File: config.mk
export PLATFORM = sky130hd
export DESIGN_NAME = rv_mem_arbiter
export DESIGN_NICKNAME = d
export VERILOG_FILES = /design/src/rtl/rv_mem_arbiter.sv
export SDC_FILE = /design/constraint.sdc
export NUM_CORES = 1
export LEC_CHECK = 0
export CAP_MARGIN = 5
export CELL_PAD_IN_SITES_DETAIL_PLACEMENT = 0
export CELL_PAD_IN_SITES_GLOBAL_PLACEMENT = 2
export CORE_MARGIN = 2
export CORE_UTILIZATION = 10
export CTS_CLUSTER_DIAMETER = 120
export CTS_CLUSTER_SIZE = 40
export DETAILED_ROUTE_END_ITERATION = 8
export HOLD_SLACK_MARGIN = 0.12
export PLACE_DENSITY_LB_ADDON = 0.1
export SLEW_MARGIN = 15
export SYNTH_ARGS = -nofsm -noshare
export SYNTH_HDL_FRONTEND = slang
export SYNTH_SLANG_ARGS = --single-unit
File: constraint.sdc
create_clock -name i_clk -period 1.7 [get_ports i_clk]
set_input_delay 0.17 -clock i_clk [delete_from_list [all_inputs] [get_ports i_clk]]
set_output_delay 0.17 -clock i_clk [all_outputs]
set_load 0.01 [all_outputs]
File: src/rtl/rv_mem_arbiter.sv
// Shared memory bus arbiter between instruction fetch and load/store data ports.
// Define MEM_ARB_FAIRNESS_EN to bound fetch starvation to FAIR_LIMIT data grants.
module rv_mem_arbiter #(
  parameter int FAIR_LIMIT = 4
) (
  input  logic        i_clk,
  input  logic        i_reset_n,
  input  logic        i_f_cyc,
  input  logic [31:0] i_f_addr,
  output logic        o_f_ack,
  output logic [31:0] o_f_data,
  input  logic        i_d_cyc,
  input  logic [31:0] i_d_addr,
  input  logic [31:0] i_d_wdata,
  input  logic [3:0]  i_d_sel,
  input  logic        i_d_we,
  output logic        o_d_ack,
  output logic [31:0] o_d_rdata,
  output logic [31:0] o_mem_addr,
  output logic [31:0] o_mem_wdata,
  output logic [3:0]  o_mem_sel,
  output logic        o_mem_we,
  output logic        o_mem_cyc,
  input  logic        i_mem_ack,
  input  logic [31:0] i_mem_rdata,
  output logic [1:0]  o_grant
);

  typedef enum logic [1:0] {
    IDLE  = 2'd0,
    GNT_F = 2'd1,
    GNT_D = 2'd2
  } state_e;

  state_e state_q, state_d;
  logic   granted_cyc;
  logic   arb_en;
  logic   fair_hit;

  if (FAIR_LIMIT < 1 || FAIR_LIMIT > 15) begin : g_bad_fair_limit
    $error("rv_mem_arbiter: FAIR_LIMIT must be in 1..15");
  end

  // Arbitrate when idle, when the granted cycle is acked, or when its owner drops cyc.
  assign granted_cyc = (state_q == GNT_F) ? i_f_cyc :
                       (state_q == GNT_D) ? i_d_cyc : 1'b0;
  assign arb_en      = !granted_cyc || i_mem_ack;

`ifdef MEM_ARB_FAIRNESS_EN
  logic [3:0] fair_cnt_q, fair_cnt_d;

  assign fair_hit = i_f_cyc && (fair_cnt_q == 4'(FAIR_LIMIT));

  always_comb begin
    fair_cnt_d = fair_cnt_q;
    if (arb_en) begin
      if (!i_f_cyc || state_d == GNT_F) fair_cnt_d = '0;
      else if (state_d == GNT_D)        fair_cnt_d = fair_cnt_q + 4'd1;
    end
  end

  always_ff @(posedge i_clk or negedge i_reset_n) begin
    if (!i_reset_n) fair_cnt_q <= '0;
    else            fair_cnt_q <= fair_cnt_d;
  end
`else
  assign fair_hit = 1'b0;
`endif

  // NOTE: asynchronous reset drops state_q to IDLE immediately, so the bus cycle
  // is cut without waiting for a clock edge.
  always_ff @(posedge i_clk or negedge i_reset_n) begin
    if (!i_reset_n) state_q <= IDLE;
    else            state_q <= state_d;
  end

  // NOTE: every combinational output gets a default first so no latch is inferred.
  always_comb begin
    state_d = state_q;
    if (arb_en) begin
      if (i_d_cyc && !fair_hit) state_d = GNT_D;
      else if (i_f_cyc)         state_d = GNT_F;
      else                      state_d = IDLE;
    end
  end

  always_comb begin
    o_mem_addr  = '0;
    o_mem_wdata = '0;
    o_mem_sel   = '0;
    o_mem_we    = 1'b0;
    o_grant     = 2'b00;
    unique case (state_q)
      GNT_F: begin
        o_mem_addr = i_f_addr;
        o_mem_sel  = 4'hF;
        o_grant    = 2'b01;
      end
      GNT_D: begin
        o_mem_addr  = i_d_addr;
        o_mem_wdata = i_d_wdata;
        o_mem_sel   = i_d_sel;
        o_mem_we    = i_d_we;
        o_grant     = 2'b10;
      end
      default: ;
    endcase
  end

  // Acks reach only the current owner, and only while it still holds cyc.
  assign o_mem_cyc = granted_cyc;
  assign o_f_ack   = (state_q == GNT_F) && i_mem_ack && i_f_cyc;
  assign o_d_ack   = (state_q == GNT_D) && i_mem_ack && i_d_cyc;
  assign o_f_data  = i_mem_rdata;
  assign o_d_rdata = i_mem_rdata;

endmodule

# Yosys cells after proc, flatten, opt, wreduce, memory -nomap -nowiden
# Index checks and enable logic that the tools add are counted.
# word_totals
in_bits	138
word_cells	18
ff_bits	2
# classes
mux	9
eq_ne	2
reduce_logical	6
# op_table
cell	n
$pmux W32 S2	1
$mux W32	1
$pmux W4 S2	1
$logic_and A1 B1 Y1	4
$mux W1	4
$pmux W2 S2	1
$eq A2 B1 Y1 const B	1
$eq A2 B2 Y1 const B	1
$mux W2	1
$logic_not A1 Y1	1
$logic_or A1 B1 Y1	1

# Longest topological paths before layout
# Gate-level depths: netlist (run 1).
# depth
depth_word	5
ltp_mapped	6
ltp_nobuf	5

# Worst setup path before layout (run 1)
# OpenSTA, ideal clock, no wires.
# synth_path
path_kind	register to output
start	reg state_q[0]
end	out o_mem_addr[0]
path_buffers	2
t_arrival_ps	1256
stages_incl_launch_ff	6
slack_ps	274
path_cell_list	dfrtp_1 inv_1 ha_1 clkbuf_2 buf_1 nor2_1
# synth_between
elab_chain_cells	2
# synth_lines
element	line_no	rtl
start, declared	35	state_e state_q, state_d;
start signal, assigned	74	else state_q <= state_d;
$eq A2 B2 Y1 / $eq A2 B1 Y1 (equally long branches)	93	unique case (state_q)
$pmux W32 S2 *	93	
end, declared	19	output logic [31:0] o_mem_addr,
# Mark *: on every way between the ends. The rest lies on a longest branch, timed or not.

# Worst setup path in the final report (run 1)
# layout_path
start	reg state_q[0]
end	out o_mem_addr[14]
# Same word-level chain as after synthesis.

==> results of run 1 <==
## power breakdown
part,internal [mW],switching (mW),leakage (nW)
Sequential,0.0521,0.00453,0.0237
Combinational,0.594,0.408,1.32
Clock,0.299,0.0507,0.0370
Total,0.945,0.463,1.39
## critical path, delay by kind of cell, from the launching register on
| kind | cells | cell delay, ns |
|---|---|---|
| flops | 1 | 0.39 |
| fa+ha+maj | 1 | 0.17 |
| compound gates | 1 | 0.11 |
| simple gates | 1 | 0.06 |
| buf+inv | 5 | 0.66 |
## routing by layer
| metal | vias up | global-route usage, % | part of all wire (%) |
|---|---|---|---|
| met5 | - | 0 | 0 |
| met4 | 0 | 2.544 | 1.7 |
| met3 | 16 | 1.840 | 7.4 |
| met2 | 89 | 17.51 | 52 |
| met1 | 833 | 10.41 | 39 |
| li1 | 889 | - | - |
## stage by stage
step	TNS [ns]	worst slack, ns	area [sq um]	cells
5_1_grt	-1.598	-0.1416	3192	519
3_3_place_gp	-10.38	-0.1971	2989	496
4_1_cts	-1.439	-0.1341	3242	513
6_report	-0.3538	-0.08440	3192	519
3_5_place_dp	-11.43	-0.2272	2989	496
2_1_floorplan	0	0.2740	1360	205
## placed cells by master (no fill, tap or decap), types with 3 or more instances in the layout
| cell type | synthesis | routed |
|---|---|---|
| a21oi_2 | 0 | 3 |
| a22oi_2 | 0 | 30 |
| and2_1 | 33 | 33 |
| buf_12 | 0 | 8 |
| buf_2 | 3 | 32 |
| buf_4 | 66 | 19 |
| buf_6 | 4 | 5 |
| clkbuf_16 | 0 | 4 |
| clkbuf_2 | 1 | 37 |
| clkdlybuf4s50_1 | 0 | 106 |
| nor2_1 | 39 | 39 |
## worst max-delay path by stage
stage                          start  cells past startpoint              end  slack, ns
after floorplan           state_q[0]                      5    o_mem_addr[0]       0.27
after global placement    state_q[0]                      5  o_mem_wdata[19]      -0.20
after detailed placement  state_q[0]                      5  o_mem_wdata[23]      -0.23
after CTS                 state_q[0]                      8    o_mem_addr[5]      -0.13
after global routing      state_q[0]                      8   o_mem_addr[14]      -0.14
final                     state_q[0]                      8   o_mem_addr[14]      -0.08
## what timing repair did
action,CTS,global route
setup buffers,10,9
endpoints found under the setup margin,72,59
gates cloned,4,1
gates resized for setup,214,91
pin swaps,3,30
## area by class of cell
type	count	area [sq um]	share of cell area (%)
timing repair buffer	215	1921	60.17
multi-input combinational	119	909.6	28.50
tap	176	220.2	6.899
clock buffer	3	75.07	2.352
sequential	2	51.30	1.607
inverter	4	15.01	0.4704
## cell families (layout without fill, tap and decap cells)
group | Yosys count | in the layout
compound gates | 40 | 40
fa+ha+maj | 4 | 4
buf+inv | 84 | 222
flops | 2 | 2
mux | 1 | 1
simple gates | 74 | 74
==> flow_summary_export.csv, run 1 <==
group,metric,value,unit
clock_network,clkTransAtPathRegs,0.03,ns
global_routing,grt_pass1_vias,1807,
setup_path,worstPathRequired,1.53,ns
layout,final_util,24.10,%
floorplan,start_util,10.27,%
logic_synthesis,synth_top_area_share,36.43,%
pwr,total_power,1.408,mW
setup_path,crit_type,"flop to primary output",
layout,reg_top3,"state_q: 2 flops",
logic_synthesis,yosys_most_used_dff,"dfrtp_1",
logic_synthesis,synthMostInstantiatedCell,"buf_4",
sta,finalHoldViolCount,0,
logic_synthesis,synth_xor_area_share,0,%
route,drc,0,
sta,post-route-period-util,105.0,%
layout,n_antenna_cell,0,
floorplan,num_rows,42,
placement,dp_hpwl,5401,um
route,routed_wl,7563,um
run_status,status,"complete, but fails checks",
logic_synthesis,synth_top_cell_by_area,"buf_4",
setup_path,end_kind,"primary output",
logic_synthesis,synth_fa_ha_area_share,3.680,%
logic_synthesis,synth_compound_area_share,21.44,%
sta,period_needed,1.784,ns
logic_synthesis,ys_warn_count,0,
layout,area_growth,134.7,%
floorplan,design.die.area,14550,sq um
sta,setup_violations,9,
global_routing,antenna_found_initial,0,
logic_synthesis,syn_avg_cell_area,6.634,sq um
layout,layout-drive-gt1-share,43.44,%
floorplan,num_io_pins,276,
global_routing,globalRouteOverflowTotal,0,
clock_network,clk_path_buf_depth,2,
route,first_pass_iters,4,
global_routing,gr-usage-all-layers,9.252,%
clock_network,clockRootBuffer,"clkbuf_16",
setup_path,crit_fanout,5,
pwr,ir_drop,0.3496,mV
setup_path,reg2reg_slack,0.07,ns
global_routing,grt_pass1_wl,10500,um
clock_network,cts_max_level,1,
hold_path,hp-class,"input pin to asynchronous set/reset pin",
route,drtAntennaViolNets,0,
global_routing,grt_max_degree,28,
pwr,power.density,441.2,nW/um^2
logic_synthesis,synth_enable_flop_cells,0,
logic_synthesis,synthSimpleGateAreaFrac,26.49,%
floorplan,fp.dieH,120.6,um
sta,rsz0062_at_grt,"yes",
floorplan,core_area,13240,sq um
logic_synthesis,syn_area,1360,sq um
setup_path,crit_slowest_cell,"dfrtp_1",
job,drv_cap,0,
setup_path,timing.rr.end,"state_q[1]",
route,drtIter0Drc,27,
layout,fill_cells,1538,
layout,largest_register,"state_q",
layout,largest_reg_flops,2,
setup_path,r2r_start,"state_q[0]",
logic_synthesis,yosysUniqueCellTypes,19,
run_status,violations,"setup timing",
route,wl_per_cell,14.57,um
floorplan,fp.dieW,120.6,um
setup_path,r2r_cells,7,
route,num_vias,1827,
sta,worst_slew_pin_slew,0.1889,ns
sta,whs,0.1249,ns
setup_path,worstPathArrival,1.61,ns
clock_network,ctsHoldBuffers,0,
sta,slew_headroom,87.33,%
sta,maxSlewViolCount,0,
route,viasPerCell,3.520,
clock_network,numCtsBuffers,3,
clock_network,clk_latency,0.22,ns
layout,nNetsFinal,487,
logic_synthesis,synth_top_family_by_area,"buffers and inverters",
placement,portBuffers,179,
logic_synthesis,synth_common_cells,"buf_4, nor2_1, and2_1",
setup_path,crit_chain,"buf_6 > ha_4 > buf_8 > buf_12 > buf_4 > a22oi_2 > nor2_1 > buf_2",
logic_synthesis,synth.mux.area_fraction,0.7360,%
clock_network,tritoncts,"built",
logic_synthesis,syn_inst,205,
pwr,leakage,1.385,nW
setup_path,cp-start-kind,"flop",
logic_synthesis,ys_ff_latch,2,
sta,setup_ws,-0.08440,ns
logic_synthesis,yosysSeqAreaShare,3.680,%
logic_synthesis,synthTopCellsByArea,"buf_4, a22oi_1, and2_1",
setup_path,crit_path_max_incr_delay,0.39,ns
clock_network,cts.sinks,2,
sta,clock_skew,0.001007,ns
sta,fmax,0.5604,GHz
placement,gp_congestion,0.6613,
logic_synthesis,synth_fp_nets,347,
logic_synthesis,async_flop_share,100.0,%
Note: power is estimated with default switching activity, not from simulation.
==> run 2, diff against run 1 <==
--- a/config.mk
+++ b/config.mk
@@ -8,7 +8,6 @@
 export CAP_MARGIN = 5
 export CELL_PAD_IN_SITES_DETAIL_PLACEMENT = 0
 export CELL_PAD_IN_SITES_GLOBAL_PLACEMENT = 2
-export CORE_MARGIN = 2
 export CORE_UTILIZATION = 10
 export CTS_CLUSTER_DIAMETER = 120
 export CTS_CLUSTER_SIZE = 40
==> run 2 against run 1 <==
Sequential cell count did not move. Global-route usage rose by 0.095 points. Largest power group unchanged. Critical path depth decreased by 1. Cell count down 1.3%. Sequential power about the same. Sequential share of layout area grew 0.050 points. The flow now finishes without violations. Register-to-register slack hardly changed.
==> flow_summary_export.csv, run 2 (synthesized netlist as in run 1, its figures left out) <==
group,metric,value,unit
run_status,status,"completed",
route,drc,0,
floorplan,design.die.area,14070,sq um
layout,layout_commonest_cell,"clkdlybuf4s50_1",
pwr,power.density,442.8,nW/um^2
global_routing,grt_pass1_wl,10350,um
layout,layout-drive-gt1-share,37.50,%
sta,finalHoldViolCount,0,
clock_network,clk_latency,0.22,ns
placement,gp_congestion,0.7022,
global_routing,globalRouteOverflowTotal,0,
hold_path,hp-class,"input pin to primary output",
clock_network,tritoncts,"built",
global_routing,antenna_found_initial,0,
route,drtAntennaViolNets,0,
floorplan,fp.dieW,118.6,um
floorplan,num_io_pins,276,
clock_network,cts_max_level,1,
setup_path,worstPathRequired,1.53,ns
setup_path,cp-start-kind,"flop",
layout,fill_cells,1534,
global_routing,gr-usage-all-layers,9.347,%
global_routing,grt_pass1_vias,1775,
placement,portBuffers,179,
layout,register_area,51.30,sq um
setup_path,path_delay_family,"buffers and inverters",
layout,layout_common_cells,"clkdlybuf4s50_1, buf_2, nor2_1, and2_1, a22oi_2",
sta,post-route-period-util,99.57,%
layout,largest_reg_flops,2,
sta,setup_violations,0,
layout,multi_input_area,858.3,sq um
placement,dp_hpwl,5109,um
clock_network,clk_path_buf_depth,2,
route,wl_per_cell,14.12,um
setup_path,crit_path_max_incr_delay,0.39,ns
route,viasPerCell,3.428,
setup_path,crit_type,"flop to primary output",
route,drtIter0Drc,45,
placement,dp_cells,492,
sta,maxSlewViolCount,0,
sta,period_needed,1.693,ns
setup_path,end_kind,"primary output",
layout,n_antenna_cell,0,
sta,slew_headroom,85.36,%
clock_network,cts.sinks,2,
floorplan,core_area,13240,sq um
sta,fin_tns_setup,0,ns
setup_path,crit_fanout,8,
clock_network,clockRootBuffer,"clkbuf_16",
layout,fin_cells,512,
layout,area_growth,127.6,%
job,drv_cap,0,
setup_path,cp.buffers_inverters,4,
setup_path,crit_slowest_cell,"dfrtp_1",
layout,largest_register,"state_q",
sta,fmax,0.5908,GHz
setup_path,crit_chain,"buf_6 > ha_4 > buf_12 > buf_8 > a22oi_2 > nor2_1 > buf_2",
layout,reg_top3,"state_q: 2 flops",
floorplan,num_rows,42,
pwr,leakage,1.341,nW
clock_network,clkTransAtPathRegs,0.03,ns
floorplan,fp.dieH,118.6,um
route,first_pass_iters,4,
route,num_vias,1755,
clock_network,numCtsBuffers,3,
sta,rsz0062_at_grt,"yes",
setup_path,worstPathArrival,1.52,ns
layout,nNetsFinal,480,
sta,worst_slew_pin_slew,0.2182,ns
pwr,ir_drop,0.3441,mV
global_routing,grt_max_degree,24,
sta,clock_skew,0.0009042,ns
floorplan,start_util,10.27,%
route,routed_wl,7227,um
## run 2: cell types whose count changed in the layout (fill, tap and decap cells not counted), moves of 2 or more
| cell | previous run | this run |
|---|---|---|
| clkbuf_2 | 37 | 13 |
| buf_2 | 32 | 50 |
| buf_4 | 19 | 10 |
| a22oi_1 | 2 | 10 |
| a22oi_2 | 30 | 22 |
| a21oi_1 | 1 | 4 |
| a21oi_2 | 3 | 0 |
| buf_8 | 1 | 4 |
| clkdlybuf4s15_1 | 1 | 4 |
| buf_12 | 8 | 6 |
| clkdlybuf4s15_2 | 0 | 2 |
## run 2: layout make-up
class | count | area share [%]
Clock buffer | 3 | 2.425
Inverter | 4 | 0.4850
Multi-Input combinational cell | 119 | 27.73
Timing Repair Buffer | 208 | 60.59
Tap cell | 176 | 7.114
Sequential cell | 2 | 1.657
## run 2: path summary, 6_finish.rpt
path                                 startpoint             end  slack, ns  cells after the start
worst max-delay path                 state_q[0]  o_mem_addr[27]      0.007                      7
worst min-delay path            i_mem_rdata[18]   o_d_rdata[18]       0.34                      0
worst max register to register       state_q[0]      state_q[1]       0.07                      7
worst min register to register       state_q[0]      state_q[0]       0.74                      3
max in group asynchronous             i_reset_n      state_q[1]       0.91                      2
min in group asynchronous             i_reset_n      state_q[1]       0.66                      2
## run 2: repair_timing
action / CTS / global route
resized for setup: 260 / 46
hold endpoints to repair: 2 / 0
cloned: 3 / 2
buffers inserted: 9 / 4
pin swaps: 2 / 22
endpoints found under the setup margin: 72 / 46
hold buffers: 1 / 0
## run 2: worst register-to-register path: stages (launching register included)
cell and delay (ns):
dfrtp_1 0.39, buf_6 0.13, ha_4 0.17, buf_12 0.15, buf_8 0.13, buf_4 0.13, mux2i_1 0.11, o32a_1 0.30
## run 2: power by group
group | internal, mW | total [mW] | switching, mW
registers | 0.0521 | 0.0569 | 0.00477
logic | 0.569 | 0.964 | 0.395
clock network | 0.299 | 0.350 | 0.0511
total | 0.920 | 1.37 | 0.451
## run 2: stage by stage
stage	hold WS [ns]	cell area [sq um]	power, mW	util (%)	setup slack, ns
6_report	0.3400	3095	1.371	23.37	0.007352
3_3_place_gp	0.3401	2959	1.000	22.35	-0.1779
3_5_place_dp	0.3401	2959	0.9905	22.35	-0.2002
5_1_grt	0.3400	3095	1.461	23.37	-0.07346
2_1_floorplan	-0.1256	1360	0.5221	-	0.2740
4_1_cts	0.3401	3098	1.376	23.39	-0.01019
## run 2: metal layers
layer / routed length (um) / share of wire [%] / vias to the layer above / GRT usage [%]
met5: 0 / 0 / - / 0
met4: 26 / 0.36 / 0 / 1.503
met3: 454 / 6.3 / 4 / 1.737
met2: 3900 / 54 / 75 / 17.73
met1: 2845 / 39 / 803 / 10.89
li1: - / - / 873 / -
==> run 3, diff against run 2 <==
--- a/config.mk
+++ b/config.mk
@@ -14,6 +14,7 @@
 export DETAILED_ROUTE_END_ITERATION = 8
 export HOLD_SLACK_MARGIN = 0.12
 export PLACE_DENSITY_LB_ADDON = 0.1
+export RECOVER_POWER = 25
 export SLEW_MARGIN = 15
 export SYNTH_ARGS = -nofsm -noshare
 export SYNTH_HDL_FRONTEND = slang
==> results of run 3 <==
No change in the layout: final DEF, timing and power equal those of run 2.
